==> src/rtl/spike_collector.sv <==
// spike_collector: gathers per-neuron spike pulses into one timestamped stream.
// Each neuron owns a one-deep pending slot. A round-robin arbiter moves one
// pending slot per cycle into a first-word-fall-through FIFO. Every event
// carries the scan timestamp that was current when the spike was captured.

// One pending slot per neuron. A slot can accept a new spike in the same
// cycle that it is granted, so back-to-back pulses from one neuron are kept.
module spike_slot #(
  parameter int ID_W = 4,
  parameter int TS_W = 8
) (
  input  logic            clk,
  input  logic            rst,
  input  logic            i_valid,
  input  logic [ID_W-1:0] i_id,
  input  logic [TS_W-1:0] i_ts,
  input  logic            i_grant,
  output logic            o_ready,
  output logic            o_pend,
  output logic            o_drop,
  output logic [ID_W-1:0] o_id,
  output logic [TS_W-1:0] o_ts
);
  logic            r_pend;
  logic [ID_W-1:0] r_id;
  logic [TS_W-1:0] r_ts;
  logic            w_cap;

  assign o_ready = ~r_pend | i_grant;
  assign w_cap   = i_valid & o_ready;
  assign o_drop  = i_valid & ~o_ready;
  assign o_pend  = r_pend;
  assign o_id    = r_id;
  assign o_ts    = r_ts;

  // Capture wins over grant-clear, so a recapture keeps the slot pending.
  always_ff @(posedge clk or posedge rst) begin
    if (rst) begin
      r_pend <= 1'b0;
      r_id   <= '0;
      r_ts   <= '0;
    end else if (w_cap) begin
      r_pend <= 1'b1;
      r_id   <= i_id;
      r_ts   <= i_ts;
    end else if (i_grant) begin
      r_pend <= 1'b0;
    end
  end
endmodule

module spike_collector #(
  parameter int NUM_NEURONS = 8,
  parameter int NEURON_ID_W = 4,
  parameter int FIFO_DEPTH  = 16,
  parameter int TS_W        = 8,
  parameter int DROP_W      = 8
) (
  input  logic                               clk,
  input  logic                               rst,
  input  logic                               scan_start_en,
  input  logic [NUM_NEURONS-1:0]             spike_valid_in,
  input  logic [NUM_NEURONS*NEURON_ID_W-1:0] spike_id_in,
  output logic [NUM_NEURONS-1:0]             spike_ready_out,
  output logic                               out_valid,
  output logic [NEURON_ID_W-1:0]             out_id,
  output logic [TS_W-1:0]                    out_ts,
  input  logic                               out_ready,
  output logic [$clog2(FIFO_DEPTH):0]        fifo_count,
  output logic [DROP_W-1:0]                  drop_count
);
  localparam int PTR_W = $clog2(NUM_NEURONS);
  localparam int AW    = $clog2(FIFO_DEPTH);
  localparam int CNT_W = AW + 1;
  localparam int DCW   = $clog2(NUM_NEURONS + 1);
  localparam int SW    = DROP_W + DCW;
  localparam int EW    = NEURON_ID_W + TS_W;

  localparam logic [PTR_W:0]    NN        = (PTR_W+1)'(NUM_NEURONS);
  localparam logic [CNT_W-1:0]  DEPTH_C   = CNT_W'(FIFO_DEPTH);
  localparam logic [DROP_W-1:0] DROP_MAX  = '1;

  logic [TS_W-1:0]  r_ts;
  logic [PTR_W-1:0] r_ptr;
  logic [CNT_W-1:0] r_count;
  logic [AW-1:0]    r_wr;
  logic [AW-1:0]    r_rd;
  logic [EW-1:0]    r_mem [FIFO_DEPTH];
  logic [NEURON_ID_W-1:0] r_out_id;
  logic [TS_W-1:0]        r_out_ts;
  logic [DROP_W-1:0]      r_drop;

  logic [NUM_NEURONS-1:0]                  w_pend;
  logic [NUM_NEURONS-1:0]                  w_drop;
  logic [NUM_NEURONS-1:0]                  w_grant;
  logic [NUM_NEURONS-1:0][NEURON_ID_W-1:0] w_slot_id;
  logic [NUM_NEURONS-1:0][TS_W-1:0]        w_slot_ts;

  logic             w_full;
  logic             w_gnt_vld;
  logic [PTR_W-1:0] w_gnt_sel;
  logic [PTR_W:0]   w_idx;
  logic             w_push;
  logic             w_pop;
  logic [EW-1:0]    w_push_data;
  logic [CNT_W-1:0] w_cnt_nxt;
  logic [AW-1:0]    w_rd_nxt;
  logic [DCW-1:0]   w_ndrop;
  logic [SW-1:0]    w_drop_sum;
  logic [DROP_W-1:0] w_drop_nxt;

  for (genvar g = 0; g < NUM_NEURONS; g++) begin : g_slot
    spike_slot #(.ID_W(NEURON_ID_W), .TS_W(TS_W)) u_slot (
      .clk     (clk),
      .rst     (rst),
      .i_valid (spike_valid_in[g]),
      .i_id    (spike_id_in[g*NEURON_ID_W +: NEURON_ID_W]),
      .i_ts    (r_ts),
      .i_grant (w_grant[g]),
      .o_ready (spike_ready_out[g]),
      .o_pend  (w_pend[g]),
      .o_drop  (w_drop[g]),
      .o_id    (w_slot_id[g]),
      .o_ts    (w_slot_ts[g])
    );
  end

  assign w_full = (r_count == DEPTH_C);

  // Round-robin pick: first pending slot after the last winner, wrapping.
  always_comb begin
    w_grant   = '0;
    w_gnt_vld = 1'b0;
    w_gnt_sel = '0;
    w_idx     = '0;
    for (int k = 1; k <= NUM_NEURONS; k++) begin
      w_idx = {1'b0, r_ptr} + (PTR_W+1)'(k);
      if (w_idx >= NN) w_idx = w_idx - NN;
      if (!w_gnt_vld && !w_full && w_pend[w_idx[PTR_W-1:0]]) begin
        w_gnt_vld = 1'b1;
        w_gnt_sel = w_idx[PTR_W-1:0];
      end
    end
    if (w_gnt_vld) w_grant[w_gnt_sel] = 1'b1;
  end

  assign w_push      = w_gnt_vld;
  assign w_pop       = (r_count != '0) & out_ready;
  assign w_push_data = {w_slot_id[w_gnt_sel], w_slot_ts[w_gnt_sel]};
  assign w_cnt_nxt   = r_count + CNT_W'(w_push) - CNT_W'(w_pop);
  assign w_rd_nxt    = r_rd + AW'(w_pop);

  // Count simultaneous losses and add them with saturation.
  always_comb begin
    w_ndrop = '0;
    for (int i = 0; i < NUM_NEURONS; i++) w_ndrop = w_ndrop + DCW'(w_drop[i]);
    w_drop_sum = SW'(r_drop) + SW'(w_ndrop);
    w_drop_nxt = (w_drop_sum > SW'(DROP_MAX)) ? DROP_MAX : w_drop_sum[DROP_W-1:0];
  end

  // Scan timestamp, arbiter pointer, FIFO pointers and drop counter.
  always_ff @(posedge clk or posedge rst) begin
    if (rst) begin
      r_ts    <= '0;
      r_ptr   <= PTR_W'(NUM_NEURONS - 1);
      r_count <= '0;
      r_wr    <= '0;
      r_rd    <= '0;
      r_drop  <= '0;
    end else begin
      if (scan_start_en) r_ts <= r_ts + TS_W'(1);
      if (w_gnt_vld)     r_ptr <= w_gnt_sel;
      if (w_push)        r_wr <= r_wr + AW'(1);
      r_rd    <= w_rd_nxt;
      r_count <= w_cnt_nxt;
      r_drop  <= w_drop_nxt;
    end
  end

  // FIFO storage needs no reset; occupancy alone says what is valid.
  always_ff @(posedge clk) begin
    if (w_push) r_mem[r_wr] <= w_push_data;
  end

  // Registered head: bypass the write when the FIFO is (about to be) empty,
  // otherwise load the next entry; hold the last value while empty.
  always_ff @(posedge clk or posedge rst) begin
    if (rst) begin
      r_out_id <= '0;
      r_out_ts <= '0;
    end else if (w_cnt_nxt != '0) begin
      if (r_count == '0 || (r_count == CNT_W'(1) && w_pop))
        {r_out_id, r_out_ts} <= w_push_data;
      else
        {r_out_id, r_out_ts} <= r_mem[w_rd_nxt];
    end
  end

  assign out_valid  = (r_count != '0);
  assign out_id     = r_out_id;
  assign out_ts     = r_out_ts;
  assign fifo_count = r_count;
  assign drop_count = r_drop;
endmodule
==> config.mk <==
export PLATFORM = sky130hd
export DESIGN_NAME = spike_collector
export DESIGN_NICKNAME = d
export VERILOG_FILES = /design/src/rtl/spike_collector.sv
export SDC_FILE = /design/constraint.sdc
export NUM_CORES = 1
export LEC_CHECK = 0
export ABC_AREA = 1
export CORE_ASPECT_RATIO = 0.7
export CORE_MARGIN = 5
export CORE_UTILIZATION = 55
export CTS_CLUSTER_DIAMETER = 50
export DETAILED_ROUTE_END_ITERATION = 10
export GPL_TIMING_DRIVEN = 0
export PLACE_DENSITY = 0.78
export SETUP_SLACK_MARGIN = 0.4
export SKIP_LAST_GASP = 1
export SYNTH_ARGS = -nofsm -noshare
export SYNTH_HDL_FRONTEND = slang
export SYNTH_SLANG_ARGS = --single-unit
==> constraint.sdc <==
create_clock -name clk -period 8.61 [get_ports clk]
set_clock_uncertainty 0.1 [all_clocks]
set_input_delay 1.722 -clock clk [delete_from_list [all_inputs] [get_ports clk]]
set_output_delay 1.722 -clock clk [all_outputs]
set_load 0.03 [all_outputs]
---- Yosys cells after proc, flatten, opt, wreduce, memory -nomap -nowiden ----
Memory sizes are Yosys's and may differ from the RTL's.
Cells that the tools add are included.
W data, S select, Z words.
storage, ports and cells
  register bits ........................... 148
  bits in writable memories ............... 192
  bits of input ports ..................... 44
  output and inout bits ................... 34
  word-level logic and storage cells ...... 229
  memories ................................ 1
memory list
  name   depth  bits a word  read ports  clocked after Yosys merged registers in  wr ports  RTL line  RTL
  r_mem  16     12           1           0                                        1         88        logic [EW-1:0] r_mem [FIFO_DEPTH];
cells by class
  add/subtract/negate cells ............... 29
  $lt $le $gt $ge ......................... 19
  eq/ne operators ......................... 2
  multiplexer cells ....................... 68
  bitwise logic cells ..................... 41
  reductions and logical operators ........ 37
operators with widths
  operator               count
  $mux W3                16
  $lt A3 B4 Y1 const B   9
  $mux W1                35
  $ge A4 B4 Y1 const B   8
  $mux W8                4
  $bmux W1 S3            8
  $bmux W8 S3            1
  $sub A3 B1 Y3 const B  8
  $add A4 B1 Y4          5
  $and A1 B1 Y1          17
  $logic_and A1 B1 Y1    17
  $add A3 B3 Y4 const B  4
  $not A1 Y1             16
  $reduce_bool A2 Y1     8
  $bmux W4 S3            1
  $reduce_bool A5 Y1     2
  $add A8 B4 Y9          1
  $gt A9 B8 Y1 const B   1
  $add A3 B2 Y4 const B  2
  $add A8 B1 Y8 const B  1
  $logic_not A1 Y1       8
  $mux W4                2
  $or A1 B1 Y1           8
  $add A5 B1 Y5          1
  other kinds (13)       13

---- Longest topological paths before layout ----
  word-level depth ........................ 53
  depth in mapped cells ................... 41
  gate-level depth less buffers ........... 39

---- Hierarchy ----
Synthesis repeated with hierarchy kept, for this count alone.
unflattened totals
  cells, all modules ...................... 1730
  area total of the unflattened synthesis .. 16387.0 sq um
modules (own cells, without submodules)
  module           times used  cells each  area an instance (sq um)  seq. area each (sq um)
  spike_collector  1           1258        12082.8                   6870.3
  spike_slot       8           59          538.0                     325.3

---- Worst setup path after synthesis ----
Ideal clock, no wire load.
  path type ............................... reg-to-reg
  start point ............................. register r_ptr[0]
  end point ............................... register r_drop[7] (netlist: drop_count[7])
  library setup time ...................... 120 ps
  arrival ................................. 5748 ps
  data required time ...................... 8390 ps
  path slack .............................. 2642 ps
  cell stages (with the launch flop) ...... 38
  path buffers ............................ 3
  period minus slack after synthesis ...... 5968 ps
  cells stage by stage .................... dfstp_2 > inv_2 > buf_6 > ha_1 > inv_2 > nand3_1 > nand2_1 > nand2_1 > nand2_1 > a21oi_1 > nor2_1 > nand2_2 > nor2_4 > nand2_1 > nand2_2 > nand3_1 > nor2_2 > buf_6 > [... 2 more ...] > buf_6 > nor2_1 > fa_1 > inv_1 > fa_1 > inv_1 > fa_1 > fa_1 > inv_1 > fa_1 > nor2_1 > o21ai_0 > nand2_1 > nand2_1 > nor2_1 > nand3b_1 > o21ai_0 > inv_1
on the way
  word-level cells in the longest chain between the ends .. 53
  elaborated cells between the ends (all ways) .. 126
  classes of those cells .................. 24 x add/sub; 11 x order compare; 44 x mux; 24 x bitwise; 23 x reduce/logical
RTL lines
  what                                                  RTL line  RTL
  start, declared                                       84        logic [PTR_W-1:0] r_ptr;
  start signal, assigned                                165       r_ptr <= PTR_W'(NUM_NEURONS - 1);
  start signal, assigned                                172       if (w_gnt_vld) r_ptr <= w_gnt_sel;
  $add A3 B1 Y4                                         137       w_idx = {1'b0, r_ptr} + (PTR_W+1)'(k);
  $ge A4 B4 Y1 / $sub A3 B1 Y3 (equally long branches)  138       if (w_idx >= NN) w_idx = w_idx - NN;
  $mux W3                                               138
  $bmux W1 S3                                           139       if (!w_gnt_vld && !w_full && w_pend[w_idx[PTR_W-1:0]]) begin
  $mux W1 (implied by the code)                         139
  $logic_and A1 B1 Y1                                   139
  $mux W1                                               139
  $logic_not A1 Y1                                      139
  [... 33 more ...]                                     -
  net g_slot[0].u_slot.o_ready                          18        output logic o_ready,
  [... 2 more ...]                                      -
  $add A1 B1 Y2 (*)                                     156       for (int i = 0; i < NUM_NEURONS; i++) w_ndrop = w_ndrop + DCW'(w_drop[i]);
  $add A2 B1 Y3 (*)                                     156
  $add A3 B1 Y4 (*)                                     156
  $add A4 B1 Y4 (*) (4 in series)                       156
  $add A8 B4 Y9 (*)                                     157       w_drop_sum = SW'(r_drop) + SW'(w_ndrop);
  $gt A9 B8 Y1                                          158       w_drop_nxt = (w_drop_sum > SW'(DROP_MAX)) ? DROP_MAX : w_drop_sum[DROP_W-1:0];
  $mux W8 (*)                                           158
  net w_drop_nxt[7]                                     110       logic [DROP_W-1:0] w_drop_nxt;
  end signal, assigned                                  176       r_drop <= w_drop_nxt;
  end, declared                                         91        logic [DROP_W-1:0] r_drop;
Mark *: on every way through the listed nets, which the timed path passes. The rest lies on a longest branch. The select of a mux whose other input is x is not followed.
A chain may end at the register's enable or synchronous reset.

---- Worst setup path after layout ----
  start point ............................. register r_ptr[0]
  end point ............................... register r_drop[6] (netlist: drop_count[6])
on the way
  elaborated cells between the ends (all ways) .. 126
  classes of those cells .................. 24 x add/sub; 11 x order compare; 44 x mux; 24 x bitwise; 23 x reduce/logical
RTL lines
  what                                                  RTL line  RTL
  $add A3 B1 Y4                                         137
  $ge A4 B4 Y1 / $sub A3 B1 Y3 (equally long branches)  138
  $mux W3                                               138
  $bmux W1 S3                                           139
  $mux W1 (implied by the code)                         139
  $logic_and A1 B1 Y1                                   139
  $mux W1                                               139
  $logic_not A1 Y1                                      139
  [... 33 more ...]                                     -
  net g_slot[2].u_slot.o_ready                          18
  [... 1 more ...]                                      -
  $and A1 B1 Y1 (*)                                     31        assign o_drop = i_valid & ~o_ready;
  $add A2 B1 Y3 (*)                                     156
  $add A3 B1 Y4 (*)                                     156
  $add A4 B1 Y4 (*) (4 in series)                       156
  $add A8 B4 Y9 (*)                                     157
  $gt A9 B8 Y1                                          158
  $mux W8 (*)                                           158
  net w_drop_nxt[6]                                     110
Marks and branches as above.

==> results.txt <==
After detailed routing, the total wire length is 45300 um. The cell area after technology mapping came out at 16200 um^2. The start point of the critical path is r_ptr[0]. The multiplexer share of the synthesized area is 0.804%. STA classifies the critical path startpoint as a flop. The TritonCTS clock tree is done. After global routing the overflow that remains totals 0. The starting utilization of the core area came out at 55.9%.

The number of pins with negative max-slew slack in the final report is 0. For this design the top-level I/O count stands at 78. The via count is 13171. Clock-pin slew was measured on the worst setup and hold paths at 0.06 ns. The total of cells resized after clock tree synthesis came out at 0.

The data required time at the worst endpoint came out at 8.93 ns. The run finished with clean final reports. In this design, the critical path's most frequently occurring cell is sky130_fd_sc_hd__nand2_1. The cts-stage hold buffer count is 0.

The slowest stage of the critical path belongs to the cell sky130_fd_sc_hd__fa_1. The synthesized area per cell came out at 9.52 um^2. The synthesized netlist devotes 7.07% of its cell area to compound gates.

The later pin in the worst-skew pair is clocked with a latency of 0.52 ns. STA puts the critical path data arrival time at 7.41 ns. The detailed placer's ending HPWL is 32500 um. The final-report hold violation count is 0.

The count of buffers from port buffering is 73. The die is 154 um tall. The die span in x is 215 um. The register area came out at 9470 um^2. The critical path runs through a total of 37 cells. Following the worst setup path forward leads to its endpoint at drop_count[6]. The total clock buffers created by CTS came out at 35. Using the TritonRoute via totals, the vias-per-cell ratio works out to 5.95.

The maximum level of the CTS H-tree came out at 2. The floorplan die area came out at 33000 um^2. The pin count of the biggest net entering global routing is 98. The layout overhead on the synthesized area came out at 14.2%.

The number of placement rows came out at 52. Adding up every negative setup slack in the final design gives 0 ns. In this run the clock root is driven by a sky130_fd_sc_hd__clkbuf_16. Along the worst path, the maximum fanout reaches 10. The highest clock frequency the design can meet came out at 0.141 GHz. The synthesized netlist devotes 24.5% of its cell area to simple gates. The most common flop cell mapped by yosys is sky130_fd_sc_hd__edfxtp_1.

The first global-routing pass estimated 70100 um of wire. The worst setup path is captured at a flop. By area, the combinational part of the netlist is dominated by simple AND/OR/NAND/NOR gates. The worst max-slew margin expressed relative to the limit came out at 8.11%. The number of DRC violations after detailed-routing iteration 0 came out at 1940.

The share of async-settable or async-resettable flops after synthesis is 43.5%. The worst register-to-register path begins at r_ptr[0]. The proportion of layout cells with a drive suffix above 1 is 8.88%. The iteration count of the initial detailed-routing pass came out at 8. The max capacitance violation total is 0. The worst register-to-register path ends at drop_count[6].

The count of state elements after synthesis is 340. The overall track demand over capacity in global routing came out at 27.1%. The kind of cell with the highest combined delay along the critical path is adder cells. The xor/xnor cell area share of the yosys netlist came out at 1.17%.

The CTS sink count came out at 340. The proportion of synthesized chip area in sequential cells came out at 58.5%. After filler insertion, the fill cell instance count of the layout stands at 2297. The number of antenna violations at the first check in global routing is 0.

The number of cells traversed by the worst register-to-register path is 37. The worst-margin pin slew is 1.37 ns. The Yosys warning count is 0. The post-synthesis adder-cell area fraction is 2.37%. The synthesized instance count is 1699. In the layout the commonest cells are sky130_fd_sc_hd__nand2_1 (521), sky130_fd_sc_hd__edfxtp_1 (192), sky130_fd_sc_hd__nor2_1 (173). The count of nets left with antenna violations once routing finished came out at 0.

The count of unique library cells instantiated by Yosys is 45. After floorplanning, the core was sized to cover 29000 um^2. The number of antenna diodes came out at 0.

Setup repair after global routing left no endpoint under its margin. The buffer and inverter count on the worst path is 9. The final number of setup-violating endpoints is 0.

The most frequent standard cell in the layout excluding fill and tap cells is sky130_fd_sc_hd__nand2_1. The register-to-register setup slack came out at 1.52 ns. The routability congestion estimate is 0.943. The wire length per cell is 20.4 um.

The post-synthesis net count is 1770. The category of the critical setup timing path is reg -> reg. Counting flops with a built-in enable in the synthesized netlist gives 192.

The tightest min-delay check is of the reg -> reg type. On the worst path, the slowest cell contributes a delay of 0.61 ns. The number of global-route vias before repair came out at 12253. The final critical-path share of the clock period came out at 82.3%. The combined area of the multi-input logic cells is 5820 um^2. The net count reported at finish is 1882. After clock tree synthesis, the setup repair step added 0 buffers. The final critical-path required period is 7.09 ns.

In the routed design, unresolved DRC markers number 0. The number of buffers on the longest clock path came out at 3.
## stage by stage
step / utilization [%] / hold WS (ns) / worst slack (ns) / instance area (um^2) / std cells
floorplan: - / 0.342 / 2.64 / 16200 / 1699
global placement: 60.0 / 0.353 / 0.676 / 17400 / 2150
detailed placement: 60.2 / 0.358 / 1.71 / 17400 / 2151
CTS: 63.8 / 0.373 / 1.64 / 18500 / 2212
global route: 63.8 / 0.390 / 1.01 / 18500 / 2213
finish: 63.8 / 0.370 / 1.52 / 18500 / 2213
## worst min path at each step
| stage | from | slack, ns | endpoint | cells past startpoint |
|---|---|---|---|---|
| global placement | g_slot[1].u_slot.o_ts[4] | 0.35 | g_slot[1].u_slot.o_ts[4] | 2 |
| global route | g_slot[5].u_slot.o_id[0] | 0.39 | g_slot[5].u_slot.o_id[0] | 2 |
| floorplan | g_slot[1].u_slot.o_id[0] | 0.34 | g_slot[1].u_slot.o_id[0] | 2 |
| detailed placement | g_slot[2].u_slot.o_ts[4] | 0.36 | g_slot[2].u_slot.o_ts[4] | 2 |
| CTS | g_slot[5].u_slot.o_ts[7] | 0.37 | g_slot[5].u_slot.o_ts[7] | 2 |
| finish | g_slot[5].u_slot.o_ts[6] | 0.37 | g_slot[5].u_slot.o_ts[6] | 2 |
## area by class of cell
cell class | instances | area share, %
inverters | 88 | 1.83
flip-flops and latches | 340 | 51.3
well taps | 378 | 2.56
multi-input cells | 1165 | 31.5
clock buffers | 47 | 5.09
clock inverters | 14 | 0.596
repair buffers | 75 | 4.14
plain buffers | 106 | 3.03
## worst min-delay path: stages (launching register included)
cell and delay (ns):
sky130_fd_sc_hd__dfrtp_1 0.34, sky130_fd_sc_hd__nand2_1 0.05, sky130_fd_sc_hd__nand2_1 0.05
## layer usage
| metal | part of all wire [%] | vias to the layer above | GRT usage [%] |
|---|---|---|---|
| met5 | 0 | - | 0 |
| met4 | 2.4 | 0 | 6.67 |
| met3 | 12 | 96 | 6.86 |
| met2 | 40 | 761 | 37.0 |
| met1 | 45 | 6340 | 43.3 |
| li1 | - | 5974 | - |
## flip-flops by register name, indices dropped and copies added (netlist names), 5 cells and up
name	flops
g_slot.u_slot.o_id	32
fifo_count	5
g_slot.u_slot.o_ts	64
r_ts	8
r_mem	192
out_ts	8
drop_count	8
g_slot.u_slot.o_pend	8
## cell usage after synthesis, types with 3 or more instances
master / n / area (um^2)
sky130_fd_sc_hd__a21oi_1: 6 / 30.0
sky130_fd_sc_hd__buf_1: 10 / 37.5
sky130_fd_sc_hd__buf_2: 21 / 105
sky130_fd_sc_hd__buf_4: 20 / 150
sky130_fd_sc_hd__buf_6: 8 / 90.1
sky130_fd_sc_hd__clkbuf_1: 47 / 176
sky130_fd_sc_hd__dfrtp_1: 145 / 3630
sky130_fd_sc_hd__dfstp_2: 3 / 78.8
sky130_fd_sc_hd__edfxtp_1: 192 / 5770
sky130_fd_sc_hd__fa_1: 6 / 120
sky130_fd_sc_hd__ha_1: 21 / 263
sky130_fd_sc_hd__inv_1: 75 / 282
sky130_fd_sc_hd__inv_2: 10 / 37.5
sky130_fd_sc_hd__mux2i_1: 13 / 130
sky130_fd_sc_hd__nand2_1: 521 / 1960
sky130_fd_sc_hd__nand2_2: 18 / 113
sky130_fd_sc_hd__nand2_4: 4 / 45.0
sky130_fd_sc_hd__nand3_1: 130 / 651
sky130_fd_sc_hd__nand3_2: 5 / 50.1
sky130_fd_sc_hd__nand4_1: 54 / 338
sky130_fd_sc_hd__nor2_1: 176 / 661
sky130_fd_sc_hd__nor2_2: 4 / 25.0
sky130_fd_sc_hd__nor2_4: 3 / 33.8
sky130_fd_sc_hd__nor3_1: 3 / 15.0
sky130_fd_sc_hd__o211ai_1: 12 / 90.1
sky130_fd_sc_hd__o21ai_0: 104 / 521
sky130_fd_sc_hd__o21ai_1: 6 / 30.0
sky130_fd_sc_hd__o221ai_1: 13 / 114
sky130_fd_sc_hd__o32ai_1: 35 / 307
sky130_fd_sc_hd__xnor2_1: 7 / 61.3
sky130_fd_sc_hd__xor2_1: 9 / 78.8
## logic make-up after synthesis
group,count (synthesis)
buf+inv,194
mux,13
fa+ha+maj,27
simple gates,925
xor+xnor,19
flops,340
compound gates,181
Power is not shown: default switching activity piles up to over one toggle a cycle in this logic, so the estimate is an artifact.
